[src/rtl/ones_count.sv]
// ones_count: registered population counter.
// Counts the 1 bits of `in` through a binary adder tree built from half and
// full adders, then registers the total on `count` (one cycle of latency,
// no combinational path from `in` to `count`).
// CNT_W must equal ceil(log2(DATA_W+1)) so the all-ones word is representable.
module ones_count #(
    parameter int DATA_W = 7,
    parameter int CNT_W  = 3
) (
    input  logic              clk,
    input  logic              rst_n,
    input  logic [DATA_W-1:0] in,
    output logic [CNT_W-1:0]  count
);

    // The tree is a complete binary tree stored heap-style: node 0 is the
    // root, node n has children 2n+1 and 2n+2, leaves start at LEAVES-1.
    // Leaves beyond DATA_W are tied to zero, so every subtree sum is bounded
    // by DATA_W and always fits in CNT_W bits.
    localparam int LEVELS = $clog2(DATA_W);
    localparam int LEAVES = 1 << LEVELS;
    localparam int NODES  = 2 * LEAVES - 1;

    logic [CNT_W-1:0] node [NODES];

    // Leaves: one input bit each, zero-extended; padding leaves are zero.
    for (genvar k = 0; k < LEAVES; k++) begin : g_leaf
        if (k < DATA_W) begin : g_bit
            assign node[LEAVES-1+k] = CNT_W'(in[k]);
        end else begin : g_pad
            assign node[LEAVES-1+k] = '0;
        end
    end

    // Internal nodes: a node of height H adds two children that are each
    // min(H, CNT_W) bits wide; the sum grows by one bit (the final carry)
    // until it reaches CNT_W, where the carry is provably always zero and
    // is simply not built.
    for (genvar n = 0; n < LEAVES - 1; n++) begin : g_node
        localparam int H  = LEVELS - ($clog2(n + 2) - 1);
        localparam int OW = (H < CNT_W) ? H : CNT_W;

        logic [CNT_W-1:0] sum;

        if (OW == 1) begin : g_ha
            // Bottom level: a single half adder per pair of input bits.
            assign sum[0] = node[2*n+1][0] ^ node[2*n+2][0];
            if (OW < CNT_W) begin : g_co
                assign sum[1] = node[2*n+1][0] & node[2*n+2][0];
            end
            if (OW + 1 < CNT_W) begin : g_zero
                assign sum[CNT_W-1:OW+1] = '0;
            end
        end else begin : g_rca
            // Ripple-carry adder: half adder at the LSB, full adders above.
            logic [OW-2:0] cy;

            for (genvar b = 0; b < OW; b++) begin : g_bit
                if (b == 0) begin : g_half
                    assign sum[0] = node[2*n+1][0] ^ node[2*n+2][0];
                    assign cy[0]  = node[2*n+1][0] & node[2*n+2][0];
                end else begin : g_full
                    assign sum[b] = node[2*n+1][b] ^ node[2*n+2][b] ^ cy[b-1];
                    if (b < OW - 1) begin : g_mid
                        assign cy[b] = (node[2*n+1][b] & node[2*n+2][b]) |
                                       (cy[b-1] & (node[2*n+1][b] ^ node[2*n+2][b]));
                    end else if (OW < CNT_W) begin : g_top
                        assign sum[OW] = (node[2*n+1][b] & node[2*n+2][b]) |
                                         (cy[b-1] & (node[2*n+1][b] ^ node[2*n+2][b]));
                    end
                end
            end

            if (OW + 1 < CNT_W) begin : g_zero
                assign sum[CNT_W-1:OW+1] = '0;
            end
        end

        assign node[n] = sum;
    end

    // Output register: capture the tree root every edge; async clear.
    always_ff @(posedge clk or negedge rst_n) begin
        if (!rst_n) begin
            count <= '0;
        end else begin
            // NOTE: non-blocking so every flop samples pre-edge values; a
            // blocking assignment here would create simulation races.
            count <= node[0];
        end
    end

endmodule

[config.mk]
export PLATFORM = sky130hd
export DESIGN_NAME = ones_count
export DESIGN_NICKNAME = d
export VERILOG_FILES = /design/src/rtl/ones_count.sv
export SDC_FILE = /design/constraint.sdc
export NUM_CORES = 1
export LEC_CHECK = 0
export BUFFER_PORTS_ARGS = -buffer_cell sky130_fd_sc_hd__buf_2
export CORE_AREA = 2 2 39 41
export CTS_BUF_LIST = sky130_fd_sc_hd__clkbuf_8
export DETAILED_ROUTE_END_ITERATION = 10
export DIE_AREA = 0 0 41 43
export SKIP_CTS_REPAIR_TIMING = 1
export SLEW_MARGIN = 20
export SYNTH_ARGS = -nofsm -noshare
export SYNTH_HDL_FRONTEND = slang
export SYNTH_SLANG_ARGS = --single-unit
[constraint.sdc]
create_clock -name clk -period 0.8 [get_ports clk]
set_clock_uncertainty 0.15 [all_clocks]
set_input_delay 0.16 -clock clk [delete_from_list [all_inputs] [get_ports clk]]
set_output_delay 0.16 -clock clk [all_outputs]
set_load 0.02 [all_outputs]
==> results of run 1 <==
## worst max-delay path, cell delays in order
cell and delay, ns:
sky130_fd_sc_hd__buf_6 0.10, sky130_fd_sc_hd__ha_4 0.26, sky130_fd_sc_hd__ha_4 0.12, sky130_fd_sc_hd__inv_2 0.03, sky130_fd_sc_hd__fa_1 0.49, sky130_fd_sc_hd__inv_2 0.04
sky130_fd_sc_hd__fa_2 0.32, sky130_fd_sc_hd__xnor3_1 0.19
## worst max path at each step
stage / start / to / slack, ns / cells after the start
6_report: in[2] / count[2]$_DFF_PN0_ / -0.98 / 8
2_1_floorplan: in[3] / count[2]$_DFF_PN0_ / -1.07 / 7
5_1_grt: in[2] / count[2]$_DFF_PN0_ / -1.04 / 8
3_3_place_gp: in[2] / count[2]$_DFF_PN0_ / -1.24 / 8
4_1_cts: in[2] / count[2]$_DFF_PN0_ / -1.04 / 8
3_5_place_dp: in[2] / count[2]$_DFF_PN0_ / -1.24 / 8
## logic make-up (layout without fill, tap and decap cells)
family                     after synthesis  count (layout)
xor gates and xnor gates                 1               1
buffers and inverters                    4              22
adders and majority gates               10              10
DFF                                      3               3
## metrics by stage
stage / hold WS (ns) / area (um2)
detailed placement: -0.195 / 390
floorplan: -0.286 / 300
CTS: -0.422 / 435
finish: 0.144 / 502
global placement: -0.194 / 390
global route: 0.164 / 502
## cell usage after synthesis
library cell              number  area, um2
sky130_fd_sc_hd__fa_1          3       60.1
sky130_fd_sc_hd__ha_1          7       87.6
sky130_fd_sc_hd__inv_1         4       15.0
sky130_fd_sc_hd__xnor3_1       1       22.5
sky130_fd_sc_hd__dfrtp_1       3       75.1
## power by group through the flow
stage	Sequential, W	Clock (W)	Combinational (W)
3_3_place_gp	0.000222	0	0.000329
4_1_cts	0.000221	0.000437	0.000338
2_1_floorplan	0.000305	0	0.000126
5_1_grt	0.000238	0.000440	0.000472
6_report	0.000235	0.000423	0.000417
3_5_place_dp	0.000223	0	0.000339
## routing by layer
metal | vias to the layer above | part of all wire, %
met1 | 86 | 37
met4 | 0 | 2.3
met5 | - | 0
li1 | 91 | -
met3 | 2 | 12
met2 | 12 | 48
## layout make-up
cell class,instances,area (um2)
Timing Repair Buffer,14,136
Tap cell,16,20.0
Fill cell,135,882
Sequential cell,3,75.1
Clock inverter,1,3.75
Multi-Input combinational cell,11,210
Inverter,4,15.0
Clock buffer,3,41.3
==> results list, run 1 <==
* Number of placed instances with taps included: 47
- The netlist uses 5 different library cells.
- For the pin with the worst max-slew slack, the measured transition is approximately 0.11 ns.
- After layout, the worst setup slack is -0.979 ns.
- Summed over all failing endpoints, the final setup total negative slack is -2.82 ns.
- The repair_antennas step left the layout with diodes totalling 0.
- Largest registers in the final layout: count (3)
- In this run the horizontal extent of the chip is slightly above 40 um.
- Share of the yosys chip area belonging to registers: around 29%
- Antenna violations before repair: 0
- Wire length of the first global-routing pass: about 760 um
- Flops & latches, synth: 3
- Mean cell area of the mapped netlist: approximately 14 um2
- Wires add up to around 480 um.
* Summed instance area of the synthesized netlist: approximately 260 um2
- Leading cell type in the layout, fill and taps excluded: sky130_fd_sc_hd__buf_6
- Met3 routing resource usage after global routing: under 10%
- Synthesis produced a netlist whose cell count is 18.
- Start-to-end type of the worst setup path: input port to flip-flop
- Proportion of synthesized area in mux cells: 0%
- Area of the core: about 1400 um2
* Net Count, Synth: 37
* First-pass iteration count of the detailed router: 1
- Met2 Track Usage GR: 9.69%
* Most congested layer reported by global routing: met4
- Summed over all cells, the static leakage comes to around 0.24 nW.
* Unrepaired setup endpoints after global routing: yes
* Worst path required time: ~0.73 ns
- Sequential cells account for ~22% of the total power.
* Largest vdd supply drop: roughly 0.54 mV
- CTS clock-pin slew for the worst setup and hold paths: 0.03 ns
- Leaving out fill and tap cells, the most frequent cells in the layout are sky130_fd_sc_hd__buf_6 (9), sky130_fd_sc_hd__ha_1 (4).
- Input and output buffers added on the ports amount to 11.
* Compound-cell area share of the yosys netlist: 0%
- Total via count in the routed design: 191
- At the end of the flow the core is filled with cells to a little over a third.
- The worst setup path is launched from an input port.
- For this run, the number of Yosys warnings is 0.
- Across the run, the number of max-cap violations was 0.
* Final weighted congestion of routability-driven global placement: around 0.62
- Combinational family with the most area after synthesis: adder cells
* Post-route non-filler standard cell count: 52
- Slew Limit Fails: 0
- The checks that failed: negative setup slack.
- Switching power share of the total: approximately 28%
- I/O Pins: 12
- The count of nets left with antenna violations once routing finished came out at 0.
- For the worst setup path, the data arrival time is about 1.7 ns.
- The initial utilization of the core area, before any placement, comes to about a fifth.
* Routed length per instance: roughly 9.3 um
- Max reg flops: 3
- In the routed layout, each cell is associated on average with a via count of roughly 3.7.
- TritonCTS built the clock tree.
- Derived from the worst setup path, the maximum achievable clock frequency is roughly 0.56 GHz.
- Die Outline Area: 1760 um2
- Remaining global-route overflow: 0
- In this run the power spent charging and discharging nets is between 0.0003 and 0.0004 W.
- Timing analysis after detailed placement gives a worst setup slack of -1.24 ns.
* Post-detail-place hpwl: roughly 400 um
- Fraction of the mapped netlist area in adder cells: 56.7%
- CTS max path bufs: 2
- Number of failing hold endpoints at the final stage: 0
- Row count: 14
- The synthesized netlist devotes under 10% of its cell area to XOR and XNOR gates.
- Counting flops per register, the top entry is count.
- In the final layout, the share of cells above drive strength 1 is roughly three fifths.
* Worst hold path type: input port to async pin
* Met1 demand-to-capacity share in global routing: under 10%
- CTS Buf Count: 3
- The die is between 40 and 50 um tall.
- Iteration-0 DRC count of the detailed router: 0
* Design internal power: just under 0.0008 W
- The worst setup path is captured at a flip-flop.
* Final clock period utilization by the worst path: 222%
* Pwr/cell area: about 2100 nW/um2
* Tot GR Track Use: a little under 8%
- Worst-path maximum fanout: 1
- Net count of the finished layout: 56
- For this run, design rule violations remaining after detail routing come to 0.
- The via count of the first global-routing pass is 216.
- Clock sink total: 3
- Cell at the root of the clock tree: sky130_fd_sc_hd__clkbuf_8
- Period minus WS final: approximately 1.8 ns
- The run finished, with violations left.
- Relative to the synthesized area, the layout overhead comes to 92.8%.
- In this run, the combinational gates consume about two fifths of the power.
- Headroom to the max-slew limit: roughly 90%
* Endpoints failing setup: 6
- Post-layout total power: between 0.001 and 0.0015 W
- Post-Synth Simple-Gate Area: 0%
- The clock network is responsible for about two fifths of the overall power.
- Largest net degree at the start of global routing: 4
- CTS built an H-tree with a depth of 1.
Note: power is estimated with default switching activity, not from simulation.
==> inputs of run 2 (changes only) <==
--- a/config.mk
+++ b/config.mk
@@ -5,6 +5,7 @@
 export SDC_FILE = /design/constraint.sdc
 export NUM_CORES = 1
 export LEC_CHECK = 0
+export ABC_AREA = 1
 export BUFFER_PORTS_ARGS = -buffer_cell sky130_fd_sc_hd__buf_2
 export CORE_AREA = 2 2 39 41
 export CTS_BUF_LIST = sky130_fd_sc_hd__clkbuf_8
==> results list, run 2 <==
* Outcome: finished, violations left (unchanged)
- Violated checks: negative setup slack (unchanged).
- The power density over cell area was 2080 nW/um2 (was 2140 nW/um2).
* Wire length of the first global-routing pass: 890 um (was 759 um)
- The unique cell type count in the Yosys netlist came to 6 (was 5).
- The I/O pin count was 12 (unchanged).
- The via count of the routed design was 223 (was 191).
* Number of synthesis warnings: 0 (unchanged)
* Layout Utilization: 37.0% (was 36.3%)
- Sequential power share: 21.6% (was 21.9%)
- The count of non-filler cells in the finished layout is 59 (was 52).
- The worst setup path category is input port to flip-flop (unchanged).
- Vias in the first global route: 256 (was 216)
- Endpoint type of the worst setup path: flip-flop (unchanged)
- Net count of the finished layout: 63 (was 56)
- The total non-filler cell area in the finished layout came to 512 um2 (was 502 um2).
* Die span in x: 41 um (unchanged)
- Largest vdd supply drop: 0.510 mV (was 0.537 mV)
- Cells after synthesis: 26 (was 18)
* Antenna cell count: 0 (unchanged)
* Vias per cell: 3.78 (was 3.67)
* Ys async rst share: 100% (unchanged)
- The flip-flop count of the largest register after layout was 3 (unchanged).
- The cell chosen for the clock root is sky130_fd_sc_hd__clkbuf_8 (unchanged).
- Comb power frac: 39.0% (was 38.8%)
- Clock share of power: 39.4% (was 39.3%)
- Number of enable-type register cells in the synthesized netlist: 0 (unchanged)
- The final-report setup violation count is 6 (unchanged).
- The arrival time of data at the critical path endpoint came to 1.76 ns (was 1.71 ns).
- The number of antenna violations at the first check in global routing came to 0 (unchanged).
- The clock-pin transition on the worst setup and hold timing paths was 0.03 ns (about the same).
- The global-route congestion overflow total came to 0 (unchanged).
* Routed length per instance: 8.00 um (was 9.25 um)
- The placed wire-length estimate was 409 um (was 399 um).
- The area after detailed placement came to 395 um2 (was 390 um2).
- The final critical-path required period is 1.76 ns (was 1.78 ns).
- The post-route worst setup slack came to -0.959 ns (was -0.979 ns).
- Slew at the pin with the worst max-slew slack: 0.112 ns (was 0.108 ns)
- Most frequent cells in the layout: sky130_fd_sc_hd__buf_6 (9), sky130_fd_sc_hd__inv_1 (5), sky130_fd_sc_hd__nand2_1 (5), sky130_fd_sc_hd__ha_1 (4) (was sky130_fd_sc_hd__buf_6 (9), sky130_fd_sc_hd__ha_1 (4))
- Largest net degree at the start of global routing: 4 (unchanged)
- The top achievable clock speed is 0.569 GHz (was 0.562 GHz).
- The share of the yosys chip area belonging to registers came to 27.5% (was 28.8%).
* Leading area contributor after synthesis: sky130_fd_sc_hd__ha_1 (unchanged)
- The worst setup path startpoint is in[0] (was in[2]).
- Final weighted congestion of routability-driven global placement: 0.746 (was 0.623)
- The number of detailed-route iterations in the first pass was 2 (was 1).
* Number of failing hold endpoints at the final stage: 0 (unchanged)
- The die area came to 1760 um2 (unchanged).
- The number of filler cells placed in the layout is 143 (was 135).
* Worst path required time: 0.80 ns (was 0.73 ns)
- The post-synthesis net count came to 45 (was 37).
- Headroom to the max-slew limit: 92.5% (was 92.8%)
- The cell count after placement came to 54 (was 47).
* Most used standard cells in the synthesized netlist: sky130_fd_sc_hd__ha_1 (7), sky130_fd_sc_hd__inv_1 (7), sky130_fd_sc_hd__nand2_1 (5) (was sky130_fd_sc_hd__ha_1 (7), sky130_fd_sc_hd__inv_1 (4), sky130_fd_sc_hd__dfrtp_1 (3), sky130_fd_sc_hd__fa_1 (3), sky130_fd_sc_hd__xnor3_1 (1))
- Post-layout total power: 0.00106 W (was 0.00107 W)
- Worst-path maximum fanout: 2 (was 1)
- The buffer levels on the longest clock path was 2 (unchanged).
- Worst hold path type: input port to async pin (unchanged)
- Final clock period utilization by the worst path: 220% (was 222%)
- Mean cell area of the mapped netlist: 10.5 um2 (was 14.5 um2)
- Leading cell type in the layout, fill and taps excluded: sky130_fd_sc_hd__buf_6 (unchanged)
- Top register by number of flip-flops: count (unchanged)
- The residual DRC count was 0 (unchanged).
- Summed instance area of the synthesized netlist: 273 um2 (was 260 um2)
- The total wirelength of the detailed-routed design is 472 um (was 481 um).
- CTS Buf Count: 3 (unchanged)
* Final ANT Viol Nets: 0 (unchanged)
- The number of max-slew violations in the final report came to 0 (unchanged).
- The kind of start point of the critical path is an input port (unchanged).
- The clock sink count came to 3 (unchanged).
- The iteration-0 DRC count of the detailed router was 4 (was 0).
* CTS H-tree depth: 1 (unchanged)
- Share of the synthesized area in the top cell type: 32.1% (was 33.7%)
- Number of maximum-capacitance violations: 0 (unchanged)
* Main flop type after synthesis: sky130_fd_sc_hd__dfrtp_1 (unchanged)
- Tot GR Track Use: 8.17% (was 7.78%)
- Largest registers in the final layout: count (3) (unchanged).
- Number of input and output port buffers inserted: 11 (unchanged)
- Largest cells by area after synthesis: sky130_fd_sc_hd__ha_1 (32%), sky130_fd_sc_hd__dfrtp_1 (28%), sky130_fd_sc_hd__fa_1 (22%) (was sky130_fd_sc_hd__ha_1 (34%), sky130_fd_sc_hd__dfrtp_1 (29%), sky130_fd_sc_hd__fa_1 (23%)).
- Layout overhead on the synthesized area: 87.6% (was 92.8%)
- The standard-cell row count came to 14 (unchanged).
* Design internal power: 0.000756 W (was 0.000773 W)
- Leakage: 0.253 nW (was 0.238 nW)
* Switching power share of the total: 29.0% (was 28.1%)
- Unrepaired setup endpoints after global routing: yes (unchanged).
* Die height: 43 um (unchanged)
- The clock tree from TritonCTS was built (unchanged).
- The switching component of the power is 0.000308 W (was 0.000302 W).
* Effective utilization at floorplan: 19.7% (was 18.8%)
- The post-synthesis register bit count was 3 (unchanged).
- Fraction of final layout cells with drive strength greater than 1: 53.5% (was 61.1%)
- The core area was 1380 um2 (unchanged).
[run 2: critical path, cell delays in order]
cell                      delay, ns
sky130_fd_sc_hd__buf_6         0.09
sky130_fd_sc_hd__ha_4          0.26
sky130_fd_sc_hd__ha_4          0.12
sky130_fd_sc_hd__inv_2         0.03
sky130_fd_sc_hd__fa_1          0.49
sky130_fd_sc_hd__inv_2         0.04
sky130_fd_sc_hd__fa_2          0.38
sky130_fd_sc_hd__inv_2         0.06
sky130_fd_sc_hd__nand3_2       0.06
sky130_fd_sc_hd__nand2_1       0.05
[run 2: metrics by stage]
stage / setup WS [ns] / setup TNS, ns / hold slack [ns]
6_report: -0.959 / -2.81 / 0.120
5_1_grt: -1.02 / -3.00 / 0.131
4_1_cts: -0.969 / -2.91 / -0.421
3_5_place_dp: -1.19 / -2.89 / -0.193
3_3_place_gp: -1.16 / -2.82 / -0.193
2_1_floorplan: -1.01 / -2.38 / -0.286
[run 2: worst paths after layout]
path / endpoint / slack [ns] / cells past startpoint
max in group asynchronous: count[2]$_DFF_PN0_ / 0.28 / 2
min: count[1]$_DFF_PN0_ / 0.12 / 2
max: count[2]$_DFF_PN0_ / -0.96 / 10
min in group clk: count[0]$_DFF_PN0_ / 0.20 / 3
[run 2: power by group through the flow]
stage	registers, W	clock network (W)	logic, W
3_3_place_gp	0.000217	0	0.000316
2_1_floorplan	0.000296	0	0.000127
6_report	0.000229	0.000420	0.000415
4_1_cts	0.000217	0.000436	0.000328
5_1_grt	0.000235	0.000460	0.000478
3_5_place_dp	0.000219	0	0.000326
[run 2: cell families (layout without fill, tap and decap cells)]
kind of cell | Yosys count | in the layout | synth area share, %
DFF | 3 | 3 | 27.5
adders and majority gates | 10 | 10 | 54.1
buffers and inverters | 7 | 24 | 9.63
and+or+nand+nor | 6 | 6 | 8.71
[run 2: layout make-up]
type | count | area [um2] | area share (%)
clock buffer | 3 | 41.3 | 8.07
tap | 16 | 20.0 | 3.91
multi-input combinational | 16 | 216 | 42.3
clock inverter | 1 | 3.75 | 0.733
inverter | 7 | 26.3 | 5.13
timing repair buffer | 13 | 129 | 25.2
sequential | 3 | 75.1 | 14.7
[run 2: layer usage]
metal | vias up | share of wire, % | GRT usage [%]
li1 | 110 | - | -
met1 | 104 | 36 | 7.82
met2 | 9 | 58 | 12.2
met3 | 0 | 5.5 | 4.71
met4 | 0 | 0 | 6.00
met5 | - | 0 | 0
